### config.mk
export PLATFORM = sky130hd
export DESIGN_NAME = carbon_sys16_bus_arbiter_flat
export DESIGN_NICKNAME = d
export VERILOG_FILES = /design/src/rtl/carbon_sys16_bus_arbiter_if.sv /design/src/rtl/carbon_sys16_bus_arbiter.sv /design/src/flat_wrapper.sv
export SDC_FILE = /design/constraint.sdc
export NUM_CORES = 1
export LEC_CHECK = 0
export CAP_MARGIN = 20
export CORE_AREA = 5 5 132 134
export CTS_CLUSTER_SIZE = 12
export DETAILED_ROUTE_END_ITERATION = 16
export DIE_AREA = 0 0 137 139
export PLACE_DENSITY = 0.88
export SETUP_SLACK_MARGIN = 0.5
export SLEW_MARGIN = 20
export SYNTH_ARGS = -nofsm -noshare
export SYNTH_HDL_FRONTEND = slang
export SYNTH_SLANG_ARGS = --single-unit
### constraint.sdc
create_clock -name clk -period 3.1 [get_ports clk]
set_input_delay 0.62 -clock clk [delete_from_list [all_inputs] [get_ports clk]]
set_output_delay 0.62 -clock clk [all_outputs]
set_load 0.005 [all_outputs]
### src/rtl/carbon_sys16_bus_arbiter_if.sv
// Bus bundle for the sys16 arbiter: two requester channels (m0 = CPU, m1 = CarbonDMA)
// and one shared target channel. The arbiter connects through the master modport.
interface carbon_sys16_bus_arbiter_if #(
  parameter int unsigned ADDR_W = 32
);
  // Handshake rules: a request transfers on a cycle where req_valid && req_ready are both 1.
  // The initiator holds valid and every req_* field stable until that cycle. Responses are
  // single-cycle rsp_valid pulses with no backpressure.
  logic              m0_req_valid;
  logic              m0_req_ready;
  logic [ADDR_W-1:0] m0_req_addr;
  logic              m0_req_write;
  logic [31:0]       m0_req_wdata;
  logic [3:0]        m0_req_wstrb;
  logic              m0_rsp_valid;
  logic [31:0]       m0_rsp_rdata;
  logic              m0_rsp_err;

  logic              m1_req_valid;
  logic              m1_req_ready;
  logic [ADDR_W-1:0] m1_req_addr;
  logic              m1_req_write;
  logic [31:0]       m1_req_wdata;
  logic [3:0]        m1_req_wstrb;
  logic              m1_rsp_valid;
  logic [31:0]       m1_rsp_rdata;
  logic              m1_rsp_err;

  logic              s_req_valid;
  logic              s_req_ready;
  logic [6:0]        s_req_sel;
  logic [ADDR_W-1:0] s_req_addr;
  logic              s_req_write;
  logic [31:0]       s_req_wdata;
  logic [3:0]        s_req_wstrb;
  logic              s_rsp_valid;
  logic [31:0]       s_rsp_rdata;
  logic              s_rsp_err;

  modport master (
    input  m0_req_valid, m0_req_addr, m0_req_write, m0_req_wdata, m0_req_wstrb,
    output m0_req_ready, m0_rsp_valid, m0_rsp_rdata, m0_rsp_err,
    input  m1_req_valid, m1_req_addr, m1_req_write, m1_req_wdata, m1_req_wstrb,
    output m1_req_ready, m1_rsp_valid, m1_rsp_rdata, m1_rsp_err,
    output s_req_valid, s_req_sel, s_req_addr, s_req_write, s_req_wdata, s_req_wstrb,
    input  s_req_ready, s_rsp_valid, s_rsp_rdata, s_rsp_err
  );

  modport slave (
    output m0_req_valid, m0_req_addr, m0_req_write, m0_req_wdata, m0_req_wstrb,
    input  m0_req_ready, m0_rsp_valid, m0_rsp_rdata, m0_rsp_err,
    output m1_req_valid, m1_req_addr, m1_req_write, m1_req_wdata, m1_req_wstrb,
    input  m1_req_ready, m1_rsp_valid, m1_rsp_rdata, m1_rsp_err,
    input  s_req_valid, s_req_sel, s_req_addr, s_req_write, s_req_wdata, s_req_wstrb,
    output s_req_ready, s_rsp_valid, s_rsp_rdata, s_rsp_err
  );
endinterface

### src/rtl/carbon_sys16_bus_arbiter.sv
// Two-requester round-robin arbiter for the sys16 bus: decodes the granted address,
// runs one target transaction at a time with a timeout, and returns the response.
module carbon_sys16_bus_arbiter #(
  parameter int unsigned TIMEOUT_CYCLES = 256,
  parameter int unsigned ADDR_W         = 32
) (
  input  logic                          clk,
  input  logic                          rst_n,
  carbon_sys16_bus_arbiter_if.master    bus,
  output logic [1:0]                    dbg_state
);

  typedef enum logic [1:0] {IDLE, ISSUE, WAIT, RESP} state_t;

  localparam logic [16:0] TO_LIM = 17'(TIMEOUT_CYCLES);

  state_t            state_q, state_d;
  logic              owner_q, owner_d;   // 0 = m0, 1 = m1
  logic              last_q, last_d;
  logic [ADDR_W-1:0] addr_q, addr_d;
  logic              write_q, write_d;
  logic [31:0]       wdata_q, wdata_d;
  logic [3:0]        wstrb_q, wstrb_d;
  logic [6:0]        sel_q, sel_d;
  logic [31:0]       rdata_q, rdata_d;
  logic              err_q, err_d;
  logic [15:0]       cnt_q, cnt_d;

  logic              grant0, grant1;
  logic [ADDR_W-1:0] mux_addr;
  logic              mux_write;
  logic [31:0]       mux_wdata;
  logic [3:0]        mux_wstrb;
  logic [6:0]        mux_sel;
  logic              timeout_hit;
  logic              rsp0, rsp1;

  // First hit wins; an all-zero result marks an out-of-map address.
  function automatic logic [6:0] decode(input logic [ADDR_W-1:0] a);
    logic [15:0] lo;
    logic        hi_nz;
    lo     = a[15:0];
    hi_nz  = |(a >> 16);
    decode = 7'b0000000;
    if (!hi_nz) begin
      if (lo[15:8] == 8'h00)                     decode = 7'b0000001;
      else if (lo[15:8] == 8'hF0)                decode = 7'b0000010;
      else if (lo[15:8] == 8'hF1)                decode = 7'b0000100;
      else if (lo[15:8] == 8'hF2)                decode = 7'b0001000;
      else if (lo[15:8] == 8'hF3)                decode = 7'b0010000;
      else if (lo >= 16'h8000 && lo <= 16'hBFFF) decode = 7'b0100000;
      else                                       decode = 7'b1000000;
    end
  endfunction

  // On a tie the requester that did not win last time goes first.
  assign grant0 = (state_q == IDLE) && bus.m0_req_valid && (!bus.m1_req_valid || last_q);
  assign grant1 = (state_q == IDLE) && bus.m1_req_valid && (!bus.m0_req_valid || !last_q);

  assign mux_addr  = grant1 ? bus.m1_req_addr  : bus.m0_req_addr;
  assign mux_write = grant1 ? bus.m1_req_write : bus.m0_req_write;
  assign mux_wdata = grant1 ? bus.m1_req_wdata : bus.m0_req_wdata;
  assign mux_wstrb = grant1 ? bus.m1_req_wstrb : bus.m0_req_wstrb;
  assign mux_sel   = decode(mux_addr);

  assign timeout_hit = ({1'b0, cnt_q} + 17'd1) == TO_LIM;

  always_comb begin
    state_d = state_q;
    owner_d = owner_q;
    last_d  = last_q;
    addr_d  = addr_q;
    write_d = write_q;
    wdata_d = wdata_q;
    wstrb_d = wstrb_q;
    sel_d   = sel_q;
    rdata_d = rdata_q;
    err_d   = err_q;
    cnt_d   = cnt_q;
    case (state_q)
      IDLE: begin
        if (grant0 || grant1) begin
          owner_d = grant1;
          last_d  = grant1;
          addr_d  = mux_addr;
          write_d = mux_write;
          wdata_d = mux_wdata;
          wstrb_d = mux_wstrb;
          sel_d   = mux_sel;
          rdata_d = 32'h0;
          cnt_d   = 16'h0;
          err_d   = (mux_sel == 7'b0000000);
          state_d = (mux_sel == 7'b0000000) ? RESP : ISSUE;
        end
      end
      ISSUE: begin
        cnt_d = cnt_q + 16'd1;
        if (bus.s_req_ready) begin
          if (bus.s_rsp_valid) begin
            rdata_d = bus.s_rsp_rdata;
            err_d   = bus.s_rsp_err;
            state_d = RESP;
          end else begin
            state_d = WAIT;
          end
        end else if (timeout_hit) begin
          rdata_d = 32'h0;
          err_d   = 1'b1;
          state_d = RESP;
        end
      end
      WAIT: begin
        cnt_d = cnt_q + 16'd1;
        // A response landing on the timeout cycle still counts as a real answer.
        if (bus.s_rsp_valid) begin
          rdata_d = bus.s_rsp_rdata;
          err_d   = bus.s_rsp_err;
          state_d = RESP;
        end else if (timeout_hit) begin
          rdata_d = 32'h0;
          err_d   = 1'b1;
          state_d = RESP;
        end
      end
      RESP: begin
        state_d = IDLE;
      end
      default: begin
        state_d = IDLE;
      end
    endcase
  end

  always_ff @(posedge clk) begin
    if (!rst_n) begin
      state_q <= IDLE;
      owner_q <= 1'b0;
      last_q  <= 1'b1;
      addr_q  <= '0;
      write_q <= 1'b0;
      wdata_q <= 32'h0;
      wstrb_q <= 4'h0;
      sel_q   <= 7'h0;
      rdata_q <= 32'h0;
      err_q   <= 1'b0;
      cnt_q   <= 16'h0;
    end else begin
      state_q <= state_d;
      owner_q <= owner_d;
      last_q  <= last_d;
      addr_q  <= addr_d;
      write_q <= write_d;
      wdata_q <= wdata_d;
      wstrb_q <= wstrb_d;
      sel_q   <= sel_d;
      rdata_q <= rdata_d;
      err_q   <= err_d;
      cnt_q   <= cnt_d;
    end
  end

  assign rsp0 = (state_q == RESP) && !owner_q;
  assign rsp1 = (state_q == RESP) && owner_q;

  assign bus.m0_req_ready = grant0;
  assign bus.m1_req_ready = grant1;
  assign bus.m0_rsp_valid = rsp0;
  assign bus.m1_rsp_valid = rsp1;
  assign bus.m0_rsp_rdata = rsp0 ? rdata_q : 32'h0;
  assign bus.m1_rsp_rdata = rsp1 ? rdata_q : 32'h0;
  assign bus.m0_rsp_err   = rsp0 && err_q;
  assign bus.m1_rsp_err   = rsp1 && err_q;

  assign bus.s_req_valid = (state_q == ISSUE);
  assign bus.s_req_sel   = sel_q;
  assign bus.s_req_addr  = addr_q;
  assign bus.s_req_write = write_q;
  assign bus.s_req_wdata = wdata_q;
  assign bus.s_req_wstrb = wstrb_q;

  assign dbg_state = state_q;

endmodule
### src/flat_wrapper.sv
// flat-port wrapper written by rule: the top's interface ports become plain ports
module carbon_sys16_bus_arbiter_flat 
#(
  parameter int unsigned TIMEOUT_CYCLES = 256,
  parameter int unsigned ADDR_W         = 32
)
  (clk, rst_n, dbg_state, bus_m0_req_valid, bus_m0_req_addr, bus_m0_req_write, bus_m0_req_wdata, bus_m0_req_wstrb, bus_m0_req_ready, bus_m0_rsp_valid, bus_m0_rsp_rdata, bus_m0_rsp_err, bus_m1_req_valid, bus_m1_req_addr, bus_m1_req_write, bus_m1_req_wdata, bus_m1_req_wstrb, bus_m1_req_ready, bus_m1_rsp_valid, bus_m1_rsp_rdata, bus_m1_rsp_err, bus_s_req_valid, bus_s_req_sel, bus_s_req_addr, bus_s_req_write, bus_s_req_wdata, bus_s_req_wstrb, bus_s_req_ready, bus_s_rsp_valid, bus_s_rsp_rdata, bus_s_rsp_err);
  carbon_sys16_bus_arbiter_if #(.ADDR_W(ADDR_W)) bus_i ();
  input  logic clk;
  input  logic rst_n;
  output logic [1:0] dbg_state;
  input wire logic [$bits(bus_i.m0_req_valid)-1:0] bus_m0_req_valid;
  input wire logic [$bits(bus_i.m0_req_addr)-1:0] bus_m0_req_addr;
  input wire logic [$bits(bus_i.m0_req_write)-1:0] bus_m0_req_write;
  input wire logic [$bits(bus_i.m0_req_wdata)-1:0] bus_m0_req_wdata;
  input wire logic [$bits(bus_i.m0_req_wstrb)-1:0] bus_m0_req_wstrb;
  output wire logic [$bits(bus_i.m0_req_ready)-1:0] bus_m0_req_ready;
  output wire logic [$bits(bus_i.m0_rsp_valid)-1:0] bus_m0_rsp_valid;
  output wire logic [$bits(bus_i.m0_rsp_rdata)-1:0] bus_m0_rsp_rdata;
  output wire logic [$bits(bus_i.m0_rsp_err)-1:0] bus_m0_rsp_err;
  input wire logic [$bits(bus_i.m1_req_valid)-1:0] bus_m1_req_valid;
  input wire logic [$bits(bus_i.m1_req_addr)-1:0] bus_m1_req_addr;
  input wire logic [$bits(bus_i.m1_req_write)-1:0] bus_m1_req_write;
  input wire logic [$bits(bus_i.m1_req_wdata)-1:0] bus_m1_req_wdata;
  input wire logic [$bits(bus_i.m1_req_wstrb)-1:0] bus_m1_req_wstrb;
  output wire logic [$bits(bus_i.m1_req_ready)-1:0] bus_m1_req_ready;
  output wire logic [$bits(bus_i.m1_rsp_valid)-1:0] bus_m1_rsp_valid;
  output wire logic [$bits(bus_i.m1_rsp_rdata)-1:0] bus_m1_rsp_rdata;
  output wire logic [$bits(bus_i.m1_rsp_err)-1:0] bus_m1_rsp_err;
  output wire logic [$bits(bus_i.s_req_valid)-1:0] bus_s_req_valid;
  output wire logic [$bits(bus_i.s_req_sel)-1:0] bus_s_req_sel;
  output wire logic [$bits(bus_i.s_req_addr)-1:0] bus_s_req_addr;
  output wire logic [$bits(bus_i.s_req_write)-1:0] bus_s_req_write;
  output wire logic [$bits(bus_i.s_req_wdata)-1:0] bus_s_req_wdata;
  output wire logic [$bits(bus_i.s_req_wstrb)-1:0] bus_s_req_wstrb;
  input wire logic [$bits(bus_i.s_req_ready)-1:0] bus_s_req_ready;
  input wire logic [$bits(bus_i.s_rsp_valid)-1:0] bus_s_rsp_valid;
  input wire logic [$bits(bus_i.s_rsp_rdata)-1:0] bus_s_rsp_rdata;
  input wire logic [$bits(bus_i.s_rsp_err)-1:0] bus_s_rsp_err;
  assign bus_i.m0_req_valid = bus_m0_req_valid;
  assign bus_i.m0_req_addr = bus_m0_req_addr;
  assign bus_i.m0_req_write = bus_m0_req_write;
  assign bus_i.m0_req_wdata = bus_m0_req_wdata;
  assign bus_i.m0_req_wstrb = bus_m0_req_wstrb;
  assign bus_m0_req_ready = bus_i.m0_req_ready;
  assign bus_m0_rsp_valid = bus_i.m0_rsp_valid;
  assign bus_m0_rsp_rdata = bus_i.m0_rsp_rdata;
  assign bus_m0_rsp_err = bus_i.m0_rsp_err;
  assign bus_i.m1_req_valid = bus_m1_req_valid;
  assign bus_i.m1_req_addr = bus_m1_req_addr;
  assign bus_i.m1_req_write = bus_m1_req_write;
  assign bus_i.m1_req_wdata = bus_m1_req_wdata;
  assign bus_i.m1_req_wstrb = bus_m1_req_wstrb;
  assign bus_m1_req_ready = bus_i.m1_req_ready;
  assign bus_m1_rsp_valid = bus_i.m1_rsp_valid;
  assign bus_m1_rsp_rdata = bus_i.m1_rsp_rdata;
  assign bus_m1_rsp_err = bus_i.m1_rsp_err;
  assign bus_s_req_valid = bus_i.s_req_valid;
  assign bus_s_req_sel = bus_i.s_req_sel;
  assign bus_s_req_addr = bus_i.s_req_addr;
  assign bus_s_req_write = bus_i.s_req_write;
  assign bus_s_req_wdata = bus_i.s_req_wdata;
  assign bus_s_req_wstrb = bus_i.s_req_wstrb;
  assign bus_i.s_req_ready = bus_s_req_ready;
  assign bus_i.s_rsp_valid = bus_s_rsp_valid;
  assign bus_i.s_rsp_rdata = bus_s_rsp_rdata;
  assign bus_i.s_rsp_err = bus_s_rsp_err;
  carbon_sys16_bus_arbiter #(.TIMEOUT_CYCLES(TIMEOUT_CYCLES), .ADDR_W(ADDR_W)) u_core (.clk(clk), .rst_n(rst_n), .bus(bus_i), .dbg_state(dbg_state));
endmodule
Word-level counts from Yosys, hierarchy flattened
Index checks and enable logic that the tools add are counted.

Equal/unequal tests: 10. Reduce and logical (&&, ||, !) cells: 26. Muxes and demuxes: 34. Order comparisons: 2. $add $sub $neg: 2.

Operators with widths (count): 32-bit two-way mux (9); 32-bit case mux with 3 select lines (1); 7-bit two-way mux (7); 8-bit == test (second input constant) (4); 16-bit case mux with 2 select lines (1); 16-bit by 1-bit adder with 17-bit output (second input constant) (1); 17-bit by 9-bit == test with 1-bit output (second input constant) (1); 16-bit by 1-bit adder with 16-bit output (second input constant) (1); 16-bit greater-or-equal comparator (second input constant) (1); 16-bit less-or-equal comparator (second input constant) (1); 16-bit two-way mux (1); 16-bit OR reduction (1); 2-bit two-way mux (5); 1-bit logical AND (9); 8-bit logical NOT (1); 2-bit case mux with 4 select lines (1); 7-bit logical NOT (1); 1-bit two-way mux (7); 2-bit == test (second input constant) (2); 1-bit logical NOT (4); 4-bit two-way mux (1); 2-bit AND reduction (2); 1-bit logical OR (3); 3-bit by 2-bit inequality test with 1-bit output (second input constant) (1); 8 further kinds (8).

Register bits: 129. Output and inout bits: 149. Bits of input ports: 177. Word-level logic and storage cells: 85.

Depth between registers and ports, before layout
Gate-level depths: netlist of the first run.

Depth after elaboration: 17. Gate-level depth with buffers: 11. Depth with buffers taken out: 9.

Least setup slack after synthesis of the first run
No wires, ideal clock.

Path kind: register to register. Start point: register u_core.state_q[0] (netlist: u_core.dbg_state[0]). End point: register u_core.rdata_q[0]. Buffers on the path: 3. Library setup time: 0.059 ns. Period minus slack after synthesis: 2.222 ns. Cell stages (with the launch flop): 11. Arrival: 2.164 ns. Setup slack: 0.878 ns. Path through: dfxtp_1 -> inv_1 -> ha_1 -> buf_2 -> or3b_1 -> buf_2 -> o311a_1 -> nand2_1 -> nor3_1 -> clkbuf_1 -> a22o_1.

Cells in the longest elaborated chain, start to end: 6.

Ends and longest elaborated chain: start, declared (RTL line carbon_sys16_bus_arbiter.sv:17) `state_t state_q, state_d;`; start signal, assigned (RTL line carbon_sys16_bus_arbiter.sv:148) `state_q <= state_d;`; 2-bit logical NOT (RTL line carbon_sys16_bus_arbiter.sv:57, carbon_sys16_bus_arbiter.sv:58, carbon_sys16_bus_arbiter.sv:80); 1-bit logical AND, on equally long branches (2 in a row) (RTL line carbon_sys16_bus_arbiter.sv:57, carbon_sys16_bus_arbiter.sv:58); 1-bit logical OR (RTL line carbon_sys16_bus_arbiter.sv:82) `if (grant0 || grant1) begin`; 2-bit inequality test (no line); 3-bit AND reduction (no line); end signal, assigned (RTL line carbon_sys16_bus_arbiter.sv:156) `rdata_q <= rdata_d;`; end, declared (RTL line carbon_sys16_bus_arbiter.sv:25) `logic [31:0] rdata_q, rdata_d;`.

Parallel ways exist; a longest one is shown, timed or not. A chain may end at the register's enable or synchronous reset.

Worst setup path in the final report of the first run
Start point: register u_core.state_q[1] (netlist: u_core.dbg_state[1]). End point: output port bus_m0_req_ready.

Cells in the longest elaborated chain, start to end: 3.

Ends and longest elaborated chain: 2-bit logical NOT (RTL line carbon_sys16_bus_arbiter.sv:57) `assign grant0 = (state_q == IDLE) && bus.m0_req_valid && (!bus.m1_req_valid || last_q);`; 1-bit logical AND (2 in a row) (RTL line carbon_sys16_bus_arbiter.sv:57); end, declared (RTL line flat_wrapper.sv:17) `output wire logic [$bits(bus_i.m0_req_ready)-1:0] bus_m0_req_ready;`.

No other way between the ends.

==> impl_metrics.yaml, run 1 <==
layout:
  syn_to_final_growth_pct: 66.5
  n_fill_cell: 1276
  final_nets: 1274
  drive_gt1_frac: 0.0670
  utilization: 0.651
placed_design:
  dpl.hpwl_um: 17800
  gp_congestion: 0.840
  io_buffers: 325
synthesis:
  yosysWarnings: 0
  synth_area_mm2: 0.00632
  synthDistinctLibCells: 58
  async_flop_share: 0
  syn_nets: 974
  synth-edff-count: 0
  synth_seq_cells: 129
  ys.flop_type: "dfxtp_1"
  syn_area_per_cell_um2: 7.99
  ys_seq_area_frac: 0.408
  syn-instance-count: 791
power_and_ir_drop:
  switching_share: 0.344
  combPwrFrac: 0.411
  power_density_mw_per_mm2: 729
  intPower_mw: 5.03
  p_clk_frac: 0.289
  sequentialPowerShare: 0.300
  p_sw_mw: 2.64
  p_leak_nw: 4.31
  peakVddDrop_uv: 395
die:
  die_h_um: 139
  core_region_area_mm2: 0.0162
  io_pins: 326
  design.die.area_mm2: 0.0190
  die_x_um: 137
  initial_core_util: 0.391
  rows: 47
timing:
  drv_slew: 0
  setup_viol: 0
  finalSetupTns_ns: 0
  worst_pin_slew_ns: 0.589
  fin_worst_skew_ns: 0.00992
  slew_headroom: 0.607
  finalHoldViolCount: 0
  rsz0062_at_grt: "true"
  fmax_ghz: 0.385
  fin_crit_sh: 0.838
  fin_crit_ns: 2.60
detailed_routing:
  viasPerCell: 5.42
  routedWlPerCell_um: 18.1
  wirelength_um: 24000
  drt_pre_antenna_iters: 5
  via_count: 7176
  ant_nets: 0
  drtIter0Drc: 356
  drc_errors: 0
status:
  status: "finished, final reports clean"
setup_path:
  arrival_ns: 1.98
  crit_buf_inv: 2
  cp_max_fo: 9
  crit_slowest_cell: "clkdlybuf4s50_1"
  start_kind: "register"
  setup.worst_path.class: "register to primary output"
  cp_data_required_time_ns: 2.48
  endpoint_kind: "primary output"
  critPathTopFamily: "buffers and inverters"
  cp_cell_sequence: "inv_1, ha_4, nand2_1, a21oi_2, clkdlybuf4s50_1"
  slowest_delay_ns: 0.54
flow_run:
  max-cap-violations: 0
clocking:
  h-tree-depth: 4
  cts_sinks: 129
  cts_tree: "yes"
  numCtsBuffers: 17
  cts-root-buf: "clkbuf_16"
  clk_latency_ns: 0.41
  clk_pin_slew_ns: 0.06
  cts_buffer_depth: 2
global_route:
  grt-ovfl-total: 0
  track_usage: 0.238
  antenna_found_initial: 2
  grt_pass1_vias: 6748
  grt_first_pass_wirelength_um: 36100
  grt_max_degree: 78
min_path:
  hp-class: "register to register"
-- cell families after synthesis --
logic type	count (synthesis)	synth area share
xor gates and xnor gates	3	0.00416
buffers and inverters	82	0.0544
muxes	4	0.00653
DFF	129	0.408
adders and majority gates	6	0.0119
and+or+nand+nor	390	0.295
AOI/OAI and AO/OA	177	0.219
-- power by group through the flow --
stage / Clock [mW] / Sequential [mW] / Combinational (mW)
2_1_floorplan: 0 / 2.33 / 1.57
5_1_grt: 2.33 / 2.35 / 3.44
4_1_cts: 2.25 / 2.30 / 3.16
3_5_place_dp: 0 / 2.33 / 3.04
3_3_place_gp: 0 / 2.32 / 2.97
6_report: 2.22 / 2.31 / 3.15
-- layout by cell type, fill, tap and decap left out, types with 15 or more instances in the layout --
master	synthesis	routed
a21oi_1	17	16
a22o_1	33	33
a311oi_1	67	67
and2_1	38	38
and3_1	35	35
buf_4	0	15
clkbuf_16	0	17
clkdlybuf4s50_1	0	305
dfxtp_1	129	126
nand2_1	153	152
nor2_1	93	93
o21ai_0	18	18
-- per-stage QoR --
step | hold slack [ns] | setup slack [ns] | power [mW] | std cells | instance area, µm²
after floorplan | 0.448 | 0.878 | 3.90 | 791 | 6320
after global placement | 0.442 | 0.333 | 5.28 | 1286 | 9740
after detailed placement | 0.450 | 0.260 | 5.37 | 1286 | 9740
after CTS | 0.458 | 0.478 | 7.72 | 1323 | 10500
final | 0.456 | 0.503 | 7.68 | 1325 | 10500
after global routing | 0.480 | 0.405 | 8.12 | 1324 | 10500
-- final timing paths --
path,from,endpoint,slack [ns],cells past startpoint
worst max register to register,u_core.dbg_state[1],u_core.bus.s_req_wdata[0],0.76,8
worst max-delay path,u_core.dbg_state[1],bus_m0_req_ready,0.50,5
worst min register to register,u_core.bus.s_req_sel[2],u_core.bus.s_req_sel[2],0.46,2
worst min-delay path,u_core.bus.s_req_sel[2],u_core.bus.s_req_sel[2],0.46,2
-- metal layers --
layer,global-route usage,wire [µm],vias to the layer above,share of wire
met3,0.0762,2530,54,0.11
met5,0,11,-,0.00046
met4,0.113,876,2,0.037
li1,-,-,3457,-
met1,0.260,8780,3314,0.37
met2,0.414,11800,349,0.49
-- registers in the layout, summed over array words and instances, names as in the netlist --
signal	flops
u_core.rdata_q	32
u_core.owner_q	1
u_core.bus.s_req_wdata	32
u_core.bus.s_req_write	1
u_core.cnt_q	16
u_core.err_q	1
u_core.dbg_state	2
u_core.last_q	1
u_core.bus.s_req_addr	32
u_core.bus.s_req_sel	7
u_core.bus.s_req_wstrb	4
-- tightest hold or removal path: stages, from the launching register on --
cell     delay, ns
dfxtp_1       0.31
nand2_1       0.05
a21oi_1       0.05
-- cell usage after synthesis (3+ instances only) --
cell | number | area [µm²]
inv_1 | 14 | 52.6
o211ai_1 | 4 | 30.0
nor3_1 | 11 | 55.1
a31oi_1 | 4 | 25.0
o21a_1 | 3 | 22.5
clkbuf_1 | 44 | 165
nor4_1 | 13 | 81.3
mux2i_1 | 3 | 30.0
a21oi_1 | 17 | 85.1
a22oi_1 | 4 | 30.0
nand2_1 | 153 | 574
nor3b_1 | 3 | 22.5
buf_2 | 11 | 55.1
buf_6 | 3 | 33.8
buf_1 | 9 | 33.8
a311oi_1 | 67 | 587
or3_1 | 3 | 18.8
and2_1 | 38 | 238
dfxtp_1 | 129 | 2580
o311a_1 | 3 | 30.0
a22o_1 | 33 | 289
nand3_1 | 9 | 45.0
o21ai_0 | 18 | 90.1
and3_1 | 35 | 219
ha_1 | 6 | 75.1
o31a_1 | 3 | 26.3
nor2b_1 | 7 | 43.8
nor2_1 | 93 | 349
nand4_1 | 13 | 81.3
-- layout make-up --
| type | count | area [µm²] | area share |
|---|---|---|---|
| antenna | 1 | 2.50 | 0.000238 |
| clock buffer | 19 | 443 | 0.0421 |
| clock inverter | 13 | 209 | 0.0198 |
| inverter | 15 | 56.3 | 0.00535 |
| multi-input combinational | 580 | 3440 | 0.327 |
| sequential | 129 | 2590 | 0.246 |
| tap | 220 | 275 | 0.0261 |
| timing repair buffer | 348 | 3510 | 0.334 |
-- what timing repair did --
| action | 4_1_cts | 5_1_grt |
|---|---|---|
| buffers inserted | 3 | 1 |
| pin swaps | 0 | 0 |
| resized for setup | 25 | 13 |
| gates cloned | 2 | 0 |
| hold buffers | 0 | 0 |
| endpoints found under the setup margin | 72 | 60 |
Note: power is estimated with default switching activity, not from simulation.
==> run 2, diff against run 1 <==
CORE_AREA = 5 5 139 141   (was 5 5 132 134)
DIE_AREA = 0 0 144 146   (was 0 0 137 139)
PLACE_DENSITY = 0.84   (was 0.88)
clock period = 2.3 ns   (was 3.1 ns; I/O delays follow)
==> impl_metrics.yaml, run 2 (same netlist as run 1, synthesis figures left out) <==
setup_path:
  r2r-end: "u_core.rdata_q[28]"
  crit_slowest_cell: "a2111oi_4"
  rr_startpoint: "u_core.cnt_q[12]"
  cp_data_required_time_ns: 2.60
  arrival_ns: 2.57
  ff2ff_setup_slack_ns: 0.03
  setup.worst_path.class: "register to register"
  start_kind: "register"
  crit_buf_inv: 2
  cp_cell_sequence: "and4_4, a2111oi_4, a31oi_4, nor4_4, o21ai_4, buf_12, clkbuf_16, a22o_1"
  critPathTopFamily: "compound AO/OA/AOI/OAI gates"
  cp_max_fo: 8
  slowest_delay_ns: 0.40
  endpoint_kind: "register"
  ff2ff_path_depth: 8
min_path:
  hold_end: "u_core.bus.s_req_sel[2]"
  hold_depth: 2
  holdCritStartpoint: "u_core.bus.s_req_sel[2]"
  hp-class: "register to register"
clocking:
  cts_buffer_depth: 2
  cts-root-buf: "clkbuf_16"
  cts_sinks: 129
  h-tree-depth: 4
  clk_latency_ns: 0.42
  numCtsBuffers: 17
  cts_tree: "yes"
  clk_pin_slew_ns: 0.06
detailed_routing:
  drt_pre_antenna_iters: 6
  drc_errors: 0
  drtIter0Drc: 519
  via_count: 8002
  ant_nets: 0
  wirelength_um: 31300
  viasPerCell: 5.64
  routedWlPerCell_um: 22.1
placed_design:
  io_buffers: 325
  placed_cell_area_mm2: 0.0101
  gp_congestion: 0.920
  dpl.hpwl_um: 18500
global_route:
  grt_first_pass_wirelength_um: 40100
  grt_pass1_vias: 7442
  track_usage: 0.241
  top_usage_layer: "met2"
  gr-usage-met1: 0.251
  grt_max_degree: 62
  antenna_found_initial: 0
  grt-ovfl-total: 0
  groute.layer.met3.usage: 0.0772
  grt_util_met2: 0.436
timing:
  finalHoldViolCount: 0
  slew_headroom: 0.668
  worst_pin_slew_ns: 0.497
  drv_slew: 0
  setup_viol: 0
  fin_worst_skew_ns: 0.00891
  fin_crit_sh: 0.986
  fin_crit_ns: 2.27
  finalSetupTns_ns: 0
  rsz0062_at_grt: "true"
  fmax_ghz: 0.441
layout:
  layout_common_cells: "clkdlybuf4s50_1 (252), nand2_1 (147), dfxtp_1 (112)"
  final_common_cell: "clkdlybuf4s50_1"
  final_nets: 1361
  diodes: 0
  drive_gt1_frac: 0.275
  syn_to_final_growth_pct: 94.8
  fin_area_mm2: 0.0123
die:
  die_h_um: 146
  io_pins: 326
  design.die.area_mm2: 0.0210
  initial_core_util: 0.354
  core_region_area_mm2: 0.0178
  rows: 49
  die_x_um: 144
power_and_ir_drop:
  peakVddDrop_uv: 646
  p_leak_nw: 5.31
  power_density_mw_per_mm2: 1000
flow_run:
  max-cap-violations: 0
status:
  status: "finished, final reports clean"
run 2: cell types whose count changed in the layout (fill, tap and decap cells not counted), sizes merged, moves of 5 or more:
cell,before,now
buf,23,146
clkbuf,19,38
clkdlybuf4s50,305,252
clkinv,4,9
dlygate4sd2,9,0
dlymetal6s2s,11,18
run 2: what timing repair did:
item / 4_1_cts / 5_1_grt
gates resized for setup: 263 / 182
setup buffers: 24 / 22
gates cloned: 8 / 15
hold buffers: 0 / 0
setup endpoints to repair: 190 / 210
pin swaps: 30 / 41
run 2: metrics by stage:
| stage | power [mW] | utilization | cells | worst slack (ns) | hold slack, ns |
|---|---|---|---|---|---|
| floorplan | 5.46 | - | 791 | 0.312 | 0.448 |
| global placement | 7.54 | 0.564 | 1319 | -0.214 | 0.460 |
| detailed placement | 7.65 | 0.564 | 1319 | -0.197 | 0.471 |
| CTS | 10.9 | 0.632 | 1383 | 0.0347 | 0.481 |
| global route | 12.9 | 0.690 | 1420 | -0.0166 | 0.495 |
| finish | 12.4 | 0.690 | 1420 | 0.0320 | 0.476 |
run 2: how the worst max path moves through the flow:
stage	startpoint	end	slack, ns	cells past startpoint
finish	u_core.cnt_q[12]	u_core.rdata_q[28]	0.03	8
global route	u_core.cnt_q[12]	u_core.rdata_q[28]	-0.02	8
CTS	u_core.dbg_state[0]	bus_m1_rsp_rdata[13]	0.03	4
detailed placement	bus_m0_req_addr[15]	u_core.bus.s_req_sel[5]	-0.20	7
global placement	bus_m0_req_addr[15]	u_core.bus.s_req_sel[5]	-0.21	7
floorplan	bus_m0_req_addr[15]	u_core.bus.s_req_sel[5]	0.31	6
run 2: worst register-to-register path, delay by kind of cell, from the launching register on:
| kind | cells | cell delay [ns] |
|---|---|---|
| simple gates | 2 | 0.59 |
| compound gates | 4 | 0.88 |
| flops | 1 | 0.36 |
| buf+inv | 2 | 0.32 |
run 2: power by group:
group | internal (mW) | switching, mW
sequential | 2.79 | 0.362
combinational | 3.49 | 3.13
clock | 1.51 | 1.06
total | 7.80 | 4.55
run 2: final cells by class:
class                      instances  area [µm²]
timing repair buffer             435        4790
inverter                          15        66.3
sequential                       129        2630
fill                            1269        5520
tap                              229         287
multi-input combinational        580        3990
clock inverter                    13         114
clock buffer                      19         443
run 2: per-layer routing:
| metal | wire (µm) | vias up |
|---|---|---|
| li1 | - | 3635 |
| met1 | 10400 | 3766 |
| met2 | 16100 | 498 |
| met3 | 3360 | 103 |
| met4 | 1430 | 0 |
| met5 | 0 | - |
==> run 3, diff against run 2 <==
CORE_AREA = 5 5 128 130   (was 5 5 139 141)
DIE_AREA = 0 0 133 135   (was 0 0 144 146)
PLACE_DENSITY = 0.92   (was 0.84)
clock period = 2.7 ns   (was 2.3 ns; I/O delays follow)
==> impl_metrics.yaml, run 3 (same netlist as run 1, synthesis figures left out) <==
die:
  design.die.area_mm2: 0.0180
  rows: 45
  core_region_area_mm2: 0.0150
  die_h_um: 135
  initial_core_util: 0.421
  io_pins: 326
  die_x_um: 133
layout:
  syn_to_final_growth_pct: 75.8
  final_common_cell: "clkdlybuf4s50_1"
  utilization: 0.740
  layout_common_cells: "clkdlybuf4s50_1 (282), nand2_1 (150), dfxtp_1 (121)"
  final_cells: 1331
  drive_gt1_frac: 0.176
  final_nets: 1312
setup_path:
  start_kind: "register"
  rr_startpoint: "u_core.cnt_q[9]"
  setup.worst_path.class: "register to primary output"
  cp_data_required_time_ns: 2.16
  ff2ff_path_depth: 7
  arrival_ns: 1.88
  r2r-end: "u_core.rdata_q[23]"
  critPathLaunch: "u_core.owner_q"
  cp_max_fo: 35
  endpoint_kind: "primary output"
  cp-endpoint: "bus_m1_rsp_rdata[4]"
  ff2ff_setup_slack_ns: 0.50
global_route:
  grt-ovfl-total: 0
  antenna_found_initial: 1
  grt_max_degree: 42
  grt_first_pass_wirelength_um: 38800
  grt_pass1_vias: 7193
  track_usage: 0.272
timing:
  fmax_ghz: 0.413
  fin_crit_ns: 2.42
  fin_worst_skew_ns: 0.0105
  drv_slew: 0
  worst_pin_slew_ns: 0.483
  rsz0062_at_grt: "true"
  finalSetupTns_ns: 0
  slew_headroom: 0.677
  finalHoldViolCount: 0
  setup_viol: 0
  fin_crit_sh: 0.897
detailed_routing:
  wirelength_um: 27700
  ant_nets: 0
  drt_pre_antenna_iters: 6
  drc_errors: 0
  routedWlPerCell_um: 20.8
  via_count: 7696
  drtIter0Drc: 647
  viasPerCell: 5.78
clocking:
  cts_hold_buf: 0
  cts_buffer_depth: 2
  cts_tree: "yes"
  clk_latency_ns: 0.42
  numCtsBuffers: 17
  h-tree-depth: 4
  cts_sinks: 129
  clk_pin_slew_ns: 0.06
  cts-root-buf: "clkbuf_16"
status:
  status: "finished, final reports clean"
min_path:
  hp-class: "register to register"
flow_run:
  max-cap-violations: 0
power_and_ir_drop:
  power_density_mw_per_mm2: 838
  p_leak_nw: 4.54
  peakVddDrop_uv: 549
placed_design:
  io_buffers: 325
  dpl.hpwl_um: 18200
  placed_cells: 1264
  gp_congestion: 0.899
-- run 3: cell types whose count changed in the layout (fill, tap and decap cells not counted), moves of 10 or more --
cell	delta
a311oi_1	+23
a311oi_2	-23
buf_16	-10
buf_4	-22
clkbuf_2	-10
clkdlybuf4s50_1	+30
dlymetal6s2s_1	-14
-- run 3: worst min-delay path by stage --
stage,startpoint,end,slack (ns),depth (start not counted)
after floorplan,u_core.rdata_q[20],u_core.rdata_q[20],0.45,1
after global placement,u_core.bus.s_req_sel[1],u_core.bus.s_req_sel[1],0.44,2
after detailed placement,u_core.bus.s_req_sel[1],u_core.bus.s_req_sel[1],0.45,2
after CTS,u_core.bus.s_req_sel[1],u_core.bus.s_req_sel[1],0.46,2
after global routing,u_core.bus.s_req_sel[1],u_core.bus.s_req_sel[1],0.48,2
final,u_core.bus.s_req_sel[1],u_core.bus.s_req_sel[1],0.46,2
-- run 3: area by class of cell --
class,instances,area [µm²]
clock buffers,19,453
multi-input cells,580,3610
clock inverters,13,184
flip-flops and latches,129,2600
repair buffers,386,3980
inverters,15,58.8
diodes,1,2.50
well taps,188,235
fillers,980,3920
-- run 3: power by group --
group / switching [mW] / internal, mW / total (mW)
combinational: 2.10 / 2.04 / 4.14
clock: 0.883 / 1.59 / 2.48
sequential: 0.309 / 2.38 / 2.69
-- run 3: timing repair --
| action | in CTS | in global routing |
|---|---|---|
| resized for setup | 218 | 68 |
| setup endpoints to repair | 152 | 123 |
| gates cloned | 5 | 1 |
| setup buffers | 19 | 9 |
| pin swaps | 21 | 6 |
-- run 3: critical path, cell delays in order, from the launching register on --
cell	delay [ns]
dfxtp_1	0.44
buf_6	0.26
and3_1	0.24
clkdlybuf4s50_1	0.51
-- run 3: stage by stage --
| step | hold slack, ns | worst slack (ns) | area, µm² | total power [mW] |
|---|---|---|---|---|
| finish | 0.455 | 0.279 | 11100 | 9.31 |
| global route | 0.480 | 0.247 | 11100 | 9.78 |
| CTS | 0.458 | 0.340 | 10800 | 9.05 |
| detailed placement | 0.452 | 0.0369 | 9830 | 6.29 |
| global placement | 0.440 | 0.0580 | 9830 | 6.20 |
| floorplan | 0.448 | 0.478 | 6320 | 4.48 |
-- run 3: per-layer routing --
metal,share of wire,vias to the layer above,GRT usage
li1,-,3531,-
met1,0.35,3521,0.293
met2,0.50,526,0.479
met3,0.096,118,0.0779
met4,0.053,0,0.155
met5,0,-,0
==> patch, RTL diff (config.mk and constraints of run 3) <==
`ADDR_W` is set to 32 in 3 places; all go to 16.
--- a/src/rtl/carbon_sys16_bus_arbiter_if.sv
+++ b/src/rtl/carbon_sys16_bus_arbiter_if.sv
@@ -1,7 +1,7 @@
 // Bus bundle for the sys16 arbiter: two requester channels (m0 = CPU, m1 = CarbonDMA)
 // and one shared target channel. The arbiter connects through the master modport.
 interface carbon_sys16_bus_arbiter_if #(
-  parameter int unsigned ADDR_W = 32
+  parameter int unsigned ADDR_W = 16
 );
   // Handshake rules: a request transfers on a cycle where req_valid && req_ready are both 1.
   // The initiator holds valid and every req_* field stable until that cycle. Responses are
--- a/src/rtl/carbon_sys16_bus_arbiter.sv
+++ b/src/rtl/carbon_sys16_bus_arbiter.sv
@@ -2,7 +2,7 @@
 // runs one target transaction at a time with a timeout, and returns the response.
 module carbon_sys16_bus_arbiter #(
   parameter int unsigned TIMEOUT_CYCLES = 256,
-  parameter int unsigned ADDR_W         = 32
+  parameter int unsigned ADDR_W         = 16
 ) (
   input  logic                          clk,
   input  logic                          rst_n,
--- a/src/flat_wrapper.sv
+++ b/src/flat_wrapper.sv
@@ -2,7 +2,7 @@
 module carbon_sys16_bus_arbiter_flat 
 #(
   parameter int unsigned TIMEOUT_CYCLES = 256,
-  parameter int unsigned ADDR_W         = 32
+  parameter int unsigned ADDR_W         = 16
 )
   (clk, rst_n, dbg_state, bus_m0_req_valid, bus_m0_req_addr, bus_m0_req_write, bus_m0_req_wdata, bus_m0_req_wstrb, bus_m0_req_ready, bus_m0_rsp_valid, bus_m0_rsp_rdata, bus_m0_rsp_err, bus_m1_req_valid, bus_m1_req_addr, bus_m1_req_write, bus_m1_req_wdata, bus_m1_req_wstrb, bus_m1_req_ready, bus_m1_rsp_valid, bus_m1_rsp_rdata, bus_m1_rsp_err, bus_s_req_valid, bus_s_req_sel, bus_s_req_addr, bus_s_req_write, bus_s_req_wdata, bus_s_req_wstrb, bus_s_req_ready, bus_s_rsp_valid, bus_s_rsp_rdata, bus_s_rsp_err);
   carbon_sys16_bus_arbiter_if #(.ADDR_W(ADDR_W)) bus_i ();
Interface: changed (resized bus_m0_req_addr, bus_m1_req_addr and bus_s_req_addr); port bits go from 326 to 278. The function was not compared with the original's and may differ.
==> patch against run 3 <==
- worst hold slack better by 0.0066 ns
- synthesized cell count down 15%
- sequential share of layout area is 0.20 points lower
- routed wire length decreased by 18%
- synthesized area decreased by 14%
- worst setup slack gained 0.17 ns
- final cell count down 12%
- sequential cell count is 16 lower
- final area decreased by 11%
- via count shrank 17%
Power is not compared: it rests on default switching activity, and its combinational part moved more than twofold at a synthesized area within 25%.
==> patch: results (changes against run 3) <==
STA
  – Slew of the pin with the lowest slew margin: 0.632 ns (+0.150 ns)
  – Clock Skew: 0.0106 ns (+0.0000850 ns)

Pwr
  – Switching share of power: 28.7%
  – Peak VDD IR: 0.448 mV
  – Leakage: 4.12 nW

Synth
  – Synth cell count leaders: nand2_1, dfxtp_1, nor2_1
  – Yosys synthesis warning count: 0 (unchanged)
  – Post-Syn Nets: 823 (-16%)
  – Yosys cell types: 56 (-3.4%)
  – Avg Cell Area, Syn: 8.10 µm² (+1.3%)
  – Ys async rst share: 0% (unchanged)
  – Synth area leaders: dfxtp_1, nand2_1, a311oi_1
  – Seq/Total Area, Yosys: 41.6% (+0.74 points)

Routing
  – DR iter-0 viols: 553 (-15%)
  – Post-Route WL: 22600 µm (-18%)
  – First-pass detailed-route iteration total: 5 (-1)
  – Vias per Instance: 5.46 (-5.6%)

GRT
  – Largest net degree at the start of global routing: 54 (+29%)
  – GRT Resource Usage Total: 23.1% (-4.1 points)
  – Number of global-route vias before repair: 5926 (-18%)
  – Antenna violations before repair: 0 (-1)
  – Global-route wire length before repair: 33100 µm (-15%)

Critical path
  – Setup CP Type: flop to output pin
  – Family with the most delay on the worst path: buffers and inverters
  – Reg-to-reg startpoint: u_core.dbg_state[0]$_SDFFE_PN0P_
  – Slowest CP cell: dfxtp_4
  – Crit Path Max Fanout: 5 (-86%)
  – CP max stage delay: 0.37 ns (-0.14 ns)
  – Arr. time, crit path: 1.72 ns (-0.16 ns)
  – R2R cell count: 12 (+5)

Min path
  – Hold_sp: u_core.bus.s_req_sel[4]$_SDFFE_PN0P_
  – Hold Crit Class: flop to flop
  – Cell count of the worst hold path: 2 (unchanged)

Cells and area
  – Fill cell count: 1135 (+16%)
  – Ratio of cells with drive above 1 in the final layout: 24.3% (+6.7 points)
  – # diodes: 0 (-1)
  – Fin cells: 1170 (-12%)

CTS
  – Worst-skew pair later-pin latency: 0.42 ns (about the same)
  – Clock Path Buffers: 2 (unchanged)
  – CTS Buf Count: 17 (unchanged)
  – Clock slew at reported path FFs: 0.06 ns (about the same)
  – CTS root buf: clkbuf_16
  – H-tree Lvls: 4 (unchanged)
  – Hold buffers post-CTS: 0 (unchanged)

Placement
  – Placed Instances: 1105 (-13%)
  – GP Congestion: 0.898 (-0.11%)
  – Port bufs: 277 (-15%)
  – DP HPWL: 14800 µm (-19%)

Status
  – Status: finished, final reports clean
## patch: cell types whose count changed in the layout (fill, tap and decap cells not counted), sizes merged, moves of 16 or more
cell | before | now
clkdlybuf4s50 | 282 | 204
buf | 95 | 111
nand2 | 153 | 129
a311oi | 67 | 48
nor2 | 93 | 74
dfxtp | 129 | 113
## patch: final timing paths
check                                         endpoint  slack (ns)
setup / recovery                   bus_m0_rsp_rdata[1]        0.44
hold / removal    u_core.bus.s_req_sel[4]$_SDFFE_PN0P_        0.46
setup reg to reg       u_core.rdata_q[16]$_SDFFE_PN0P_        0.51
hold reg to reg   u_core.bus.s_req_sel[4]$_SDFFE_PN0P_        0.46
## patch: power by group through the flow
stage	combinational [mW]	clock, mW	sequential [mW]
2_1_floorplan	0.605	0	1.96
3_3_place_gp	1.33	0	1.96
3_5_place_dp	1.36	0	1.96
4_1_cts	1.46	2.25	1.93
5_1_grt	1.65	2.34	1.95
6_report	1.54	2.24	1.94
## patch: worst reg2reg max path, cell delays in order, from the launching register on
cell and delay, ns:
dfxtp_4 0.36, buf_4 0.14, buf_4 0.14, ha_4 0.16
buf_4 0.17, nor3_4 0.21, a31oi_4 0.06, nand2_4 0.11
nand2_2 0.07, a31oi_4 0.22, buf_4 0.14, buf_12 0.13
a22o_1 0.20
## patch: metrics by stage
step                hold WS [ns]  util [%]  instance area, µm²  power, mW  setup WS, ns
floorplan                  0.448         -                5440       2.57         0.444
global placement           0.445      56.3                8470       3.29         0.186
detailed placement         0.447      56.3                8470       3.32        0.0677
CTS                        0.462      62.3                9360       5.64         0.399
global route               0.496      65.5                9840       5.95         0.377
finish                     0.462      65.5                9840       5.71         0.444
## patch: per-layer routing
layer	up-vias	GRT usage [%]	wire (µm)
li1	3010	-	-
met1	3039	28.1	9000
met2	296	40.6	11700
met3	40	4.58	1380
met4	0	8.03	516
met5	-	0	0
## patch: logic make-up (layout without fill, tap and decap cells)
kind of cell / Yosys count / after routing / share of synthesized area, %
flip-flops: 113 / 113 / 41.6
AND/OR/NAND/NOR: 329 / 329 / 29.2
AO/OA/AOI/OAI: 156 / 156 / 21.9
adder cells (fa/ha/maj): 6 / 6 / 1.38
multiplexers: 5 / 5 / 0.943
buffers and inverters: 62 / 372 / 4.78
XOR/XNOR: 1 / 1 / 0.161
## patch: timing repair
| item | CTS | global route |
|---|---|---|
| pin swaps | 15 | 12 |
| buffers inserted | 17 | 4 |
| gates resized for setup | 310 | 109 |
| endpoints found under the setup margin | 135 | 99 |
| gates cloned | 9 | 3 |
## patch: cell type report
class                      count  area share [%]
tap                          188            2.39
sequential                   113            23.2
timing repair buffer         332            35.1
clock inverter                 9            1.08
inverter                       8           0.381
clock buffer                  23            4.86
multi-input combinational    497            33.0
